==> src/rtl/acc16_flag_stage.sv <==
// Registered accumulate stage with ALU flags. Optional macro ACC16_STICKY_OVF_EN makes overflow sticky.
// Latency 1 cycle. Backpressure: in_ready = ~out_valid | out_ready (single result register).
module acc16_flag_stage #(
    parameter int WIDTH = 16,
    parameter int CNT_W = 8
) (
    input  logic             clk,
    input  logic             rst_n,
    input  logic             in_valid,
    output logic             in_ready,
    input  logic [1:0]       in_op,
    input  logic [WIDTH-1:0] in_x,
    input  logic [WIDTH-1:0] in_y,
    output logic             out_valid,
    input  logic             out_ready,
    output logic [WIDTH-1:0] out_z,
    output logic             out_sign,
    output logic             out_zero,
    output logic             out_carry,
    output logic             out_parity,
    output logic             out_overflow,
    output logic [CNT_W-1:0] out_cnt
);

    typedef enum logic [1:0] {
        OP_LOAD  = 2'b00,
        OP_ACC   = 2'b01,
        OP_PASS  = 2'b10,
        OP_CLEAR = 2'b11
    } op_e;

    logic [WIDTH-1:0] acc_q, acc_d;
    logic [CNT_W-1:0] cnt_q, cnt_d;
    logic             out_vld_q, out_vld_d;
    logic [WIDTH-1:0] z_q, z_d;
    logic             sign_q, sign_d;
    logic             zero_q, zero_d;
    logic             carry_q, carry_d;
    logic             parity_q, parity_d;
    logic             ovf_q, ovf_d;

    logic             accept;
    op_e              op;
    logic [WIDTH-1:0] add_a;
    logic [WIDTH:0]   sum;
    logic             op_ovf;
    logic [WIDTH-1:0] z_new;
    logic             carry_new;
    logic             ovf_new;

    assign in_ready = ~out_vld_q | out_ready;
    assign accept   = in_valid & in_ready;
    assign op       = op_e'(in_op);

    // One shared adder: PASS adds x+y, ACC adds acc+x.
    assign add_a  = (op == OP_PASS) ? in_y : acc_q;
    assign sum    = {1'b0, add_a} + {1'b0, in_x};
    assign op_ovf = (add_a[WIDTH-1] == in_x[WIDTH-1]) & (sum[WIDTH-1] != in_x[WIDTH-1]);

    always_comb begin
        acc_d     = acc_q;
        cnt_d     = cnt_q;
        z_new     = '0;
        carry_new = 1'b0;
        ovf_new   = 1'b0;
        case (op)
            OP_LOAD: begin
                acc_d = in_x;
                z_new = in_x;
                cnt_d = CNT_W'(1);
            end
            OP_ACC: begin
                acc_d     = sum[WIDTH-1:0];
                z_new     = sum[WIDTH-1:0];
                carry_new = sum[WIDTH];
                ovf_new   = op_ovf;
                if (cnt_q != {CNT_W{1'b1}}) begin
                    cnt_d = cnt_q + CNT_W'(1);
                end
            end
            OP_PASS: begin
                z_new     = sum[WIDTH-1:0];
                carry_new = sum[WIDTH];
                ovf_new   = op_ovf;
            end
            default: begin
                acc_d = '0;
                cnt_d = '0;
            end
        endcase
`ifdef ACC16_STICKY_OVF_EN
        // Sticky overflow survives ACC/PASS; only LOAD/CLEAR (or reset) drop it.
        if (op == OP_ACC || op == OP_PASS) begin
            ovf_new = ovf_new | ovf_q;
        end
`endif
        if (!accept) begin
            acc_d = acc_q;
            cnt_d = cnt_q;
        end
    end

    always_comb begin
        out_vld_d = out_vld_q;
        z_d       = z_q;
        sign_d    = sign_q;
        zero_d    = zero_q;
        carry_d   = carry_q;
        parity_d  = parity_q;
        ovf_d     = ovf_q;
        if (accept) begin
            out_vld_d = 1'b1;
            z_d       = z_new;
            sign_d    = z_new[WIDTH-1];
            zero_d    = (z_new == '0);
            carry_d   = carry_new;
            parity_d  = ~^z_new;
            ovf_d     = ovf_new;
        end else if (out_ready) begin
            out_vld_d = 1'b0;
        end
    end

    always_ff @(posedge clk or negedge rst_n) begin
        if (!rst_n) begin
            acc_q     <= '0;
            cnt_q     <= '0;
            out_vld_q <= 1'b0;
            z_q       <= '0;
            sign_q    <= 1'b0;
            zero_q    <= 1'b1;
            carry_q   <= 1'b0;
            parity_q  <= 1'b1;
            ovf_q     <= 1'b0;
        end else begin
            acc_q     <= acc_d;
            cnt_q     <= cnt_d;
            out_vld_q <= out_vld_d;
            z_q       <= z_d;
            sign_q    <= sign_d;
            zero_q    <= zero_d;
            carry_q   <= carry_d;
            parity_q  <= parity_d;
            ovf_q     <= ovf_d;
        end
    end

    assign out_valid    = out_vld_q;
    assign out_z        = z_q;
    assign out_sign     = sign_q;
    assign out_zero     = zero_q;
    assign out_carry    = carry_q;
    assign out_parity   = parity_q;
    assign out_overflow = ovf_q;
    assign out_cnt      = cnt_q;

endmodule
==> config.mk <==
export PLATFORM = sky130hd
export DESIGN_NAME = acc16_flag_stage
export DESIGN_NICKNAME = d
export VERILOG_FILES = /design/src/rtl/acc16_flag_stage.sv
export SDC_FILE = /design/constraint.sdc
export NUM_CORES = 1
export LEC_CHECK = 0
export CAP_MARGIN = 20
export CORE_ASPECT_RATIO = 0.6
export CORE_MARGIN = 2
export CORE_UTILIZATION = 30
export CTS_BUF_LIST = sky130_fd_sc_hd__clkbuf_16
export DETAILED_ROUTE_END_ITERATION = 12
export PLACE_DENSITY_LB_ADDON = 0.25
export SLEW_MARGIN = 20
export SYNTH_ARGS = -nofsm -noshare
export SYNTH_HDL_FRONTEND = slang
export SYNTH_SLANG_ARGS = --single-unit
==> constraint.sdc <==
create_clock -name clk -period 5.83 [get_ports clk]
set_input_delay 1.166 -clock clk [delete_from_list [all_inputs] [get_ports clk]]
set_output_delay 1.166 -clock clk [all_outputs]
set_load 0.05 [all_outputs]
==> out/metrics.yaml <==
core_area_um2: 11200
drtPass1Iterations: 5
critical_path.startpoint_type: "input pin"
grt_pass1_wl_um: 17000
drc_errors: 0
cap_viol_max_count: 0
cp.required_ns: 6.05
diodes: 0
end_kind: "flop"
syn-num-nets: 470
clockBufferDepth: 2
postSynthAreaPerCell_um2: 8.56
htreeDepth: 2
total_power_mw: 1.59
grt_pass1_vias: 2978
grt_max_degree: 46
initial_core_util: 0.305
synth_async_sr_flop_share: 1.00
synth_ff_type: "dfrtp_1"
drt_iter0_drc: 253
antenna_found_initial: 0
portBuffers: 68
finClkSkew_ns: 0.00709
wl_met1_um: 5650
final_hold_viol_count: 0
wl_per_cell_um: 17.4
p_sw_mw: 0.669
whs_ns: 0.479
cts_tree: "built"
max-vdd-ir-drop_uv: 124
path_cells: "clkdlybuf4s50_1 -> inv_1 -> ha_1 -> buf_12 -> mux2_2 -> ha_1 -> a21oi_2 -> o21ai_1 -> and3_1 -> a311o_1 -> a311o_1 -> o22a_1 -> ha_1 -> xor2_1 -> xnor2_1 -> xnor2_1 -> o21ai_0"
status: "finished, final reports clean"
drt-total-wl_um: 10500
areaGrowthSynthToFinish_pct: 29.5
clk_latency_ns: 0.29
synth_edf_count: 0
synth_seq_cells: 45
crit_buf_inv: 3
crit_path_top_delay_cell: "clkdlybuf4s50_1"
dr.max_layer_used: "met4"
track_usage: 0.179
power_frac_seq: 0.264
postCtsSetupBuffers: 0
setup_tns_ns: 0
crit_type: "input pin to flop"
netlist_instances: 399
min_path_type: "flop to flop"
swShare: 0.419
finalCritPeriodShare: 0.846
crit_path_frequent_cell: "ha_1"
clkPwrFrac: 0.206
die_area_um2: 12300
final_net_count: 531
fp.dieH_um: 86.7
combPwrFrac: 0.531
post_cts_resized: 0
met3WireLength_um: 788
crit_fanout: 17
period_minus_slack_ns: 4.93
cts_root_buffer: "clkbuf_16"
finalSetupViolations: 0
yosysSeqAreaShare: 0.330
cell_internal_pwr_mw: 0.925
tightest_slew_ns: 0.951
critPathArrivalTime_ns: 5.16
wl_met2_um: 3980
powerDensity_nw_per_um2: 360
max_stage_delay_ns: 0.45
dp_hpwl_um: 8210
layout-drive-gt1-share: 0.0954
ys_warn_count: 0
cts-buffers-inserted: 5
critPathTopFamily: "compound AO/OA/AOI/OAI gates"
rsz0062_at_grt: "no"
grt_overflow: 0
max_freq_ghz: 0.203
viasPerCell: 5.30
synth_area_um2: 3420
synth.distinct_cells: 47
vias: 3205
p_leak_nw: 1.83
gp_congestion: 0.898
maxSlewHeadroom: 0.366
fp-row-count: 30
drv_slew: 0
ios: 69
numClockSinks: 45
chipWidth_um: 142
antenna_left: 0
holdBufCountCts: 0
clk_pin_slew_ns: 0.07
==> state kept, by name, indices dropped and copies added, names as in the netlist <==
register,flops
out_parity,1
out_zero,1
acc_q,16
out_cnt,8
out_valid,1
out_z,16
out_overflow,1
out_carry,1
==> metal layers <==
metal | up-vias | global-route usage
met2 | 103 | 0.233
met4 | 0 | 0.0364
met1 | 1533 | 0.293
met5 | - | 0
met3 | 9 | 0.0403
li1 | 1560 | -
==> kinds of logic after synthesis <==
| group | after synthesis | synth area share |
|---|---|---|
| adders and majority gates | 33 | 0.123 |
| buffers and inverters | 30 | 0.0352 |
| and+or+nand+nor | 122 | 0.162 |
| xor gates and xnor gates | 22 | 0.0564 |
| AOI/OAI and AO/OA | 130 | 0.237 |
| DFF | 45 | 0.330 |
| muxes | 17 | 0.0557 |
==> power by group through the flow <==
stage                     combinational (mW)  clock [mW]  sequential (mW)
after floorplan                        0.443           0            0.547
after global placement                 0.826           0            0.425
after detailed placement               0.837           0            0.426
after CTS                              0.839       0.336            0.420
after global routing                   0.916       0.350            0.428
final                                  0.846       0.328            0.420
==> cell usage after synthesis, types with 4 or more instances <==
library cell / number / area share
dfrtp_1: 43 / 0.31
and3_1: 5 / 0.0092
or2_2: 6 / 0.011
ha_1: 32 / 0.12
o21ai_1: 8 / 0.012
a22o_1: 4 / 0.010
a221oi_1: 4 / 0.010
inv_1: 8 / 0.0088
a21oi_1: 37 / 0.054
o22a_1: 7 / 0.018
a21o_1: 4 / 0.0088
clkbuf_1: 16 / 0.018
nor3_1: 9 / 0.013
mux2_2: 16 / 0.053
nand3_1: 9 / 0.013
o21ai_0: 36 / 0.053
nand2_1: 41 / 0.045
nor2_1: 35 / 0.038
a22oi_1: 8 / 0.018
xnor2_1: 15 / 0.038
xor2_1: 7 / 0.018
nand4_1: 5 / 0.0092
nand2b_1: 7 / 0.013
==> layout make-up <==
class                   instances  area (um^2)
well taps                     144          180
fillers                      1137         6760
clock buffers                   5          125
repair buffers                 76          751
inverters                       8         30.0
multi-input cells             324         2170
flip-flops and latches         45         1130
clock inverters                 3         42.5
==> placed cells by master, fill, tap and decap left out, types with 8 or more instances in the layout <==
| cell | Yosys | final |
|---|---|---|
| inv_1 | 8 | 9 |
| o21ai_0 | 36 | 36 |
| nor3_1 | 9 | 9 |
| nand2_1 | 41 | 41 |
| nand3_1 | 9 | 9 |
| a22oi_1 | 8 | 8 |
| ha_1 | 32 | 32 |
| nor2_1 | 35 | 35 |
| a21oi_1 | 37 | 37 |
| xnor2_1 | 15 | 15 |
| o21ai_1 | 8 | 8 |
| buf_4 | 1 | 8 |
| dfrtp_1 | 43 | 43 |
| clkdlybuf4s50_1 | 0 | 67 |
| mux2_2 | 16 | 16 |
==> worst register-to-register path: cells and delay by family, from the launching register on <==
kind	cells	cell delay (ns)
muxes	1	0.26
and+or+nand+nor	2	0.38
AOI/OAI and AO/OA	4	0.66
DFF	1	0.37
adders and majority gates	3	0.89
xor gates and xnor gates	4	0.86
==> final timing paths <==
path,from,endpoint,slack [ns],depth (start not counted)
min in group asynchronous,rst_n,out_z[12],0.88,1
max in group asynchronous,rst_n,out_cnt[2],4.52,1
setup reg to reg,acc_q[0],out_parity,2.35,14
hold reg to reg,acc_q[0],acc_q[0],0.48,2
setup / recovery,in_op[0],out_parity,0.90,17
hold / removal,acc_q[0],acc_q[0],0.48,2
==> per-stage QoR <==
stage | util | setup slack, ns | std cells | area (um^2)
CTS | 0.395 | 0.914 | 605 | 4420
floorplan | - | 1.11 | 399 | 3420
detailed placement | 0.380 | 0.616 | 597 | 4260
finish | 0.396 | 0.895 | 605 | 4430
global placement | 0.380 | 0.722 | 597 | 4260
global route | 0.396 | 0.738 | 605 | 4430
(Power assumes the default switching activity.)
